`src/rtl/seg7_scan_ctrl.sv`:
```
// Scan controller for a 4-digit common-anode 7-segment display.
// It shares one external hex decoder across the digits and swaps the displayed value only at frame boundaries.
module seg7_scan_ctrl #(
    parameter int REFRESH_DIV = 50000,
    parameter int BLANK_CYC   = 500
) (
    input  logic        clk,
    input  logic        reset,
    input  logic        load,
    input  logic [15:0] value,
    input  logic [3:0]  dp_in,
    input  logic        blank_lz,
    output logic [3:0]  bcd,
    input  logic [6:0]  seg_in,
    output logic [6:0]  seg_out,
    output logic        dp,
    output logic [3:0]  an,
    output logic        pending
);

    localparam int CNT_W = (REFRESH_DIV > 2) ? $clog2(REFRESH_DIV) : 1;

    logic [CNT_W-1:0] tick_cnt_q, tick_cnt_d;
    logic [1:0]       digit_idx_q, digit_idx_d;
    logic [15:0]      disp_reg_q, disp_reg_d;
    logic [3:0]       disp_dp_q, disp_dp_d;
    logic [15:0]      pend_reg_q, pend_reg_d;
    logic [3:0]       pend_dp_q, pend_dp_d;
    logic             pending_q, pending_d;
    logic [3:0]       an_q, an_d;
    logic [6:0]       seg_q, seg_d;
    logic             dp_q, dp_d;

    logic             slot_end;
    logic             frame_end;
    logic             digit_off;
    logic [3:0]       lz_blank;

    always_comb begin
        slot_end    = (tick_cnt_q == CNT_W'(REFRESH_DIV - 1));
        frame_end   = slot_end && (digit_idx_q == 2'd3);
        tick_cnt_d  = slot_end ? '0 : tick_cnt_q + CNT_W'(1);
        digit_idx_d = slot_end ? digit_idx_q + 2'd1 : digit_idx_q;

        bcd = disp_reg_q[{digit_idx_q, 2'b00} +: 4];

        // A digit is a leading zero only if it and every digit above it are zero.
        lz_blank[3] = (disp_reg_q[15:12] == 4'h0);
        lz_blank[2] = lz_blank[3] && (disp_reg_q[11:8] == 4'h0);
        lz_blank[1] = lz_blank[2] && (disp_reg_q[7:4] == 4'h0);
        lz_blank[0] = 1'b0;

        digit_off = (tick_cnt_q < CNT_W'(BLANK_CYC)) ||
                    (blank_lz && lz_blank[digit_idx_q]);

        an_d  = 4'b1111;
        seg_d = 7'b0000000;
        dp_d  = 1'b0;
        if (!digit_off) begin
            an_d  = ~(4'b0001 << digit_idx_q);
            seg_d = seg_in;
            dp_d  = disp_dp_q[digit_idx_q];
        end

        disp_reg_d = disp_reg_q;
        disp_dp_d  = disp_dp_q;
        pend_reg_d = pend_reg_q;
        pend_dp_d  = pend_dp_q;
        pending_d  = pending_q;
        // Transfer reads the old pending value; a coincident load re-arms pending.
        if (frame_end && pending_q) begin
            disp_reg_d = pend_reg_q;
            disp_dp_d  = pend_dp_q;
            pending_d  = 1'b0;
        end
        if (load) begin
            pend_reg_d = value;
            pend_dp_d  = dp_in;
            pending_d  = 1'b1;
        end
    end

    always_ff @(posedge clk) begin
        if (reset) begin
            tick_cnt_q  <= '0;
            digit_idx_q <= 2'd0;
            disp_reg_q  <= 16'h0000;
            disp_dp_q   <= 4'h0;
            pend_reg_q  <= 16'h0000;
            pend_dp_q   <= 4'h0;
            pending_q   <= 1'b0;
            an_q        <= 4'b1111;
            seg_q       <= 7'b0000000;
            dp_q        <= 1'b0;
        end else begin
            tick_cnt_q  <= tick_cnt_d;
            digit_idx_q <= digit_idx_d;
            disp_reg_q  <= disp_reg_d;
            disp_dp_q   <= disp_dp_d;
            pend_reg_q  <= pend_reg_d;
            pend_dp_q   <= pend_dp_d;
            pending_q   <= pending_d;
            an_q        <= an_d;
            seg_q       <= seg_d;
            dp_q        <= dp_d;
        end
    end

    assign an      = an_q;
    assign seg_out = seg_q;
    assign dp      = dp_q;
    assign pending = pending_q;

endmodule

```
`config.mk`:
```
export PLATFORM = sky130hd
export DESIGN_NAME = seg7_scan_ctrl
export DESIGN_NICKNAME = d
export VERILOG_FILES = /design/src/rtl/seg7_scan_ctrl.sv
export SDC_FILE = /design/constraint.sdc
export NUM_CORES = 1
export LEC_CHECK = 0
export CAP_MARGIN = 15
export CORE_MARGIN = 4
export CORE_UTILIZATION = 45
export CTS_CLUSTER_DIAMETER = 50
export DETAILED_ROUTE_END_ITERATION = 8
export GPL_TIMING_DRIVEN = 0
export PLACE_DENSITY = 0.8
export SLEW_MARGIN = 5
export SYNTH_ARGS = -nofsm -noshare
export SYNTH_HDL_FRONTEND = slang
export SYNTH_SLANG_ARGS = --single-unit
```
`constraint.sdc`:
```
create_clock -name clk -period 4.4 [get_ports clk]
set_input_delay 0.44 -clock clk [delete_from_list [all_inputs] [get_ports clk]]
set_output_delay 0.44 -clock clk [all_outputs]
set_load 0.05 [all_outputs]
```
* Yosys cells after proc, flatten, opt, wreduce, memory -nomap -nowiden
Index checks and enable logic that the tools add are counted.
** Storage, ports and cells
- Bits in registers :: 71
- Latch bits :: 0
- Bits in writable memories :: 0
- Bits in read-only memories :: 0
- Input port bits :: 31
- Output and inout port bits :: 17
- Word-level logic and storage cells :: 37
- Memories kept :: 0
** Cells by class
- Add/sub/neg operators :: 2
- Multipliers :: 0
- Divide/modulo/power cells :: 0
- Magnitude comparators :: 2
- Equal/unequal tests :: 2
- Shift-type cells :: 2
- Muxes and demuxes :: 6
- Bitwise gates (word level) :: 1
- Reductions and logical operators :: 12
** Operator list (count)
- $add A16 B1 Y16 const B :: 1
- $eq A16 B16 Y1 const B :: 1
- $lt A16 B9 Y1 const B :: 1
- $shiftx A16 B5 Y4 :: 1
- $logic_not A4 Y1 :: 3
- $logic_and A1 B1 Y1 :: 5
- $bmux W1 S2 :: 2
- $mux W1 :: 4
- $not A4 Y4 :: 1
- $reduce_or A2 Y1 :: 2
- $shl A1 B2 Y4 const A :: 1
- $lt A2 B3 Y1 const B :: 1
- $add A2 B1 Y2 const B :: 1
- $eq A2 B2 Y1 const B :: 1
- $reduce_bool A2 Y1 :: 1
- $logic_or A1 B1 Y1 :: 1

* Logic depth before layout (Yosys ltp)
- Depth in word-level cells :: 8
- Depth in mapped cells :: 7
- Depth with buffers taken out :: 5

* Worst setup path before layout
No wires, ideal clock.
- Path type :: reg2reg
- Start :: reg tick_cnt_q[13]
- End :: reg disp_dp_q[0]
- Library setup time :: 0.072 ns
- Arrival :: 1.851 ns
- Data required time :: 4.328 ns
- Setup slack :: 2.478 ns
- Stages on the path, launching flop included :: 7
- Path buffers :: 2
- Period minus slack after synthesis :: 1.922 ns
- Path through :: dfxtp_1 -> or4_4 -> nor4_4 -> and3_1 -> buf_6 -> buf_12 -> mux2i_1
** On the way
- Cells in the longest elaborated chain, start to end :: 3
** RTL lines
- start, declared :: RTL line 23 : logic [CNT_W-1:0] tick_cnt_q, tick_cnt_d;
- start signal, assigned :: RTL line 96 : tick_cnt_q <= tick_cnt_d;
- $eq A16 B16 Y1 :: RTL line 40 : slot_end = (tick_cnt_q == CNT_W'(REFRESH_DIV - 1));
- $logic_and A1 B1 Y1 :: RTL line 41 : frame_end = slot_end && (digit_idx_q == 2'd3);
- $logic_and A1 B1 Y1 :: RTL line 71 : if (frame_end && pending_q) begin
- end signal, assigned :: RTL line 99 : disp_dp_q <= disp_dp_d;
- end, declared :: RTL line 26 : logic [3:0] disp_dp_q, disp_dp_d;
No other way between the ends.
A chain may end at the register's enable or synchronous reset.

* Worst setup path after layout
- Start :: reg digit_idx_q[0]
- End :: out bcd[3]
** On the way
- Cells in the longest elaborated chain, start to end :: 1
** RTL lines
- start, declared :: RTL line 24 : logic [1:0] digit_idx_q, digit_idx_d;
- start signal, assigned :: RTL line 97 : digit_idx_q <= digit_idx_d;
- $shiftx A16 B5 Y4 :: RTL line 45 : bcd = disp_reg_q[{digit_idx_q, 2'b00} +: 4];
- end, declared :: RTL line 13 : output logic [3:0] bcd,
No other way between the ends.

==> summary.md <==
| Metric | Value |
|---|---|
| Status | finished clean |
| Longest Clk Path Bufs | 2 |
| First-pass GRT wire length | between 10 and 15 mm |
| Antenna Cells | 0 |
| Top cells by area, synth | dfxtp_1 47%, mux2i_1 13%, nand2b_1 8.2% |
| Crit path DAT | approximately 2.5 ns |
| Routed wire length | roughly 5.9 mm |
| Final setup violation count | 0 |
| # Post-CTS Setup Buffers | 0 |
| Area grow syn2layout | 24.2% |
| GRT Residual Overflow | 0 |
| H-tree Lvls | 3 |
| Vias per inst | 5.03 |
| Crit share post-route | about two thirds |
| Largest net degree at the start of global routing | 11 |
| Vias | between 2000 and 2500 |
| Reg2reg start | tick_cnt_q[13] |
| Initial drt markers | 38 |
| Synth top area share | between 40% and 50% |
| CP Data Required Time | 3.96 ns |
| Routed Antenna Nets | 0 |
| # IOs | 48 |
| CTS sink cnt | 71 |
| Die ar. | about 8200 um^2 |
| Routability-driven placement congestion ratio | just over 0.8 |
| Number of global-route vias before repair | around 2200 |
| RSZ-0062 raised after global routing | false |
| Primary FF master, synth | dfxtp_1 |
| Slew headroom | around half |
| Synth unique cells | 31 |
| Post-synth EDFFs | 0 |
| DR pass1 iterations | 4 |
| Leakage | about 1.3 nW |
| Max-cap violation count | 0 |
| CTS tree | built |
| Ys Warns | 0 |
| Post-synthesis register bit count | 71 |
| Mapped Area | a little over 3000 um^2 |
| IR drop worst, VDD | roughly 0.00014 V |
| Fin crit period | 2.91 ns |
| Leading area contributor after synthesis | dfxtp_1 |
| Initial antenna violation count | 0 |
| FMAX | ~0.34 GHz |
| Fin. max-slew vios | 0 |
| Nets@finish | about 390 |
| Cts repair resizes | 0 |
| Final Hold Fails | 0 |
| Clk_lat worst skew | approximately 0.33 ns |
| Clk_skew | roughly 0.007 ns |
| CTS Buf Count | 9 |
| Drt wl/cell | ~14 um |
| Layout cells sized above 1 | 7.32% |
| Worst Hold Class | primary input to flop |
| CP Capture Point | bcd[3] |
| Cells after Synth | 295 |
| Fraction of registers with async set or reset after synthesis | 0% |
| Dominant cell by count in the synthesized netlist | dfxtp_1 |
| R2R cell count | 6 |
| Post-synth top cells | 71 x dfxtp_1, 41 x mux2i_1, 41 x nor2_1 |
| Crit Path Class | flop to primary output |
| Sequential area share after synthesis | between 40% and 50% |
| Area of the multi-input gates | 1480 um^2 |
| Root Driver | clkbuf_8 |
| Floorplan row count | 29 |
| Util after Layout | 58.7% |
| Layout fillers | between 500 and 600 |
| Final Power | 0.00122 W |
| Worst Tran Pin Value | ~0.75 ns |
| Initial Util | ~47% |
| Clock Pin Slew Worst Setup and Hold Paths | 0.07 ns |
| Critical Path Source Type | flop |
| CP Capture Type | primary output |
| Beginning of the critical path | digit_idx_q[0] |
| R2R Path End | disp_reg_q[11] |
| Net Count, Synth | between 300 and 400 |
| R2R setup slack | about 2.3 ns |
| Final setup TNS | 0 ns |
| Syn avg cell area | 10.3 um^2 |
| Pwr Density | between 300 and 400 nW/um^2 |
| Die Span X | roughly 90 um |
| DRC | 0 |
| HPWL Detailed | 4.32 mm |
| Core Area | ~6500 um^2 |
| Die Height | 90.3 um |
| Total track usage | roughly 15% |
| Buffers on Ports | 46 |
| FF+latch area | ~1400 um^2 |
| Crit Path Max Fanout | 9 |
| Hold-fix buffers, CTS | 0 |
-- cells in the final DEF, fill, tap and decap left out, types with 2 or more instances in the layout --
master	instances
buf_1	3
buf_12	2
clkbuf_1	14
clkbuf_8	13
clkdlybuf4s50_1	46
dfxtp_1	71
ha_1	5
inv_1	6
mux2i_1	41
mux4_2	5
nand2_1	6
nand2b_1	40
nand3_1	4
nand4_1	4
nand4bb_1	4
nor2_1	41
nor3_1	5
nor4_1	8
nor4bb_1	8
o21ai_0	3
xnor2_1	13
xor2_1	2
-- how the worst min path moves through the flow --
stage | startpoint | slack, ns | to | cells past startpoint
3_5_place_dp | tick_cnt_q[0] | 0.44 | tick_cnt_q[0] | 1
6_report | load | 0.42 | pending | 3
2_1_floorplan | tick_cnt_q[0] | 0.42 | tick_cnt_q[0] | 1
4_1_cts | load | 0.42 | pending | 3
5_1_grt | load | 0.45 | pending | 3
3_3_place_gp | tick_cnt_q[0] | 0.43 | tick_cnt_q[0] | 1
-- kinds of logic (layout without fill, tap and decap cells) --
group | Yosys count | in the layout | synth area share [%]
simple gates | 126 | 126 | 24.2
flops | 71 | 71 | 46.6
fa+ha+maj | 5 | 5 | 2.05
buf+inv | 27 | 87 | 4.80
mux | 46 | 46 | 17.1
xor+xnor | 15 | 15 | 4.31
compound gates | 5 | 5 | 0.943
-- state kept, by name, indices dropped and copies added, names as in the netlist --
name	count
pend_dp_q	4
pending	1
digit_idx_q	2
tick_cnt_q	16
disp_reg_q	16
disp_dp_q	4
dp	1
seg_out	7
an	4
pend_reg_q	16
-- critical path, stage by stage (launching register included) --
cell             delay, ns
dfxtp_1               0.37
clkbuf_1              0.46
mux4_2                0.59
clkdlybuf4s50_1       0.72
-- routing by layer --
layer / GRT usage (%) / vias up / wire length [um]
li1: - / 1114 / -
met1: 19.0 / 1006 / 2830
met2: 23.8 / 45 / 2670
met3: 5.50 / 10 / 288
met4: 4.97 / 0 / 82
met5: 0 / - / 0
-- through the flow --
| step | hold WS (ns) | cell area [um^2] | setup WS, ns | std cells |
|---|---|---|---|---|
| 2_1_floorplan | 0.418 | 3050 | 2.48 | 295 |
| 3_3_place_gp | 0.430 | 3610 | 1.84 | 418 |
| 3_5_place_dp | 0.439 | 3610 | 1.82 | 418 |
| 4_1_cts | 0.421 | 3790 | 1.45 | 432 |
| 5_1_grt | 0.454 | 3790 | 1.34 | 432 |
| 6_report | 0.420 | 3790 | 1.49 | 432 |
-- area by class of cell --
| type | instances | share of cell area [%] |
|---|---|---|
| buffer | 21 | 3.27 |
| inverter | 6 | 0.594 |
| clock buffer | 14 | 4.82 |
| multi-input combinational | 197 | 39.1 |
| tap | 77 | 2.54 |
| sequential | 71 | 37.5 |
| timing repair buffer | 46 | 12.1 |
-- where the power goes --
group | switching [W] | internal, W | total (W) | leakage, nW
registers | 0.00000845 | 0.000657 | 0.000665 | 0.577
logic | 0.0000339 | 0.0000482 | 0.0000821 | 0.657
clock network | 0.000214 | 0.000261 | 0.000474 | 0.0946
total | 0.000256 | 0.000965 | 0.00122 | 1.33
No activity file was read; power rests on OpenSTA's default activity.
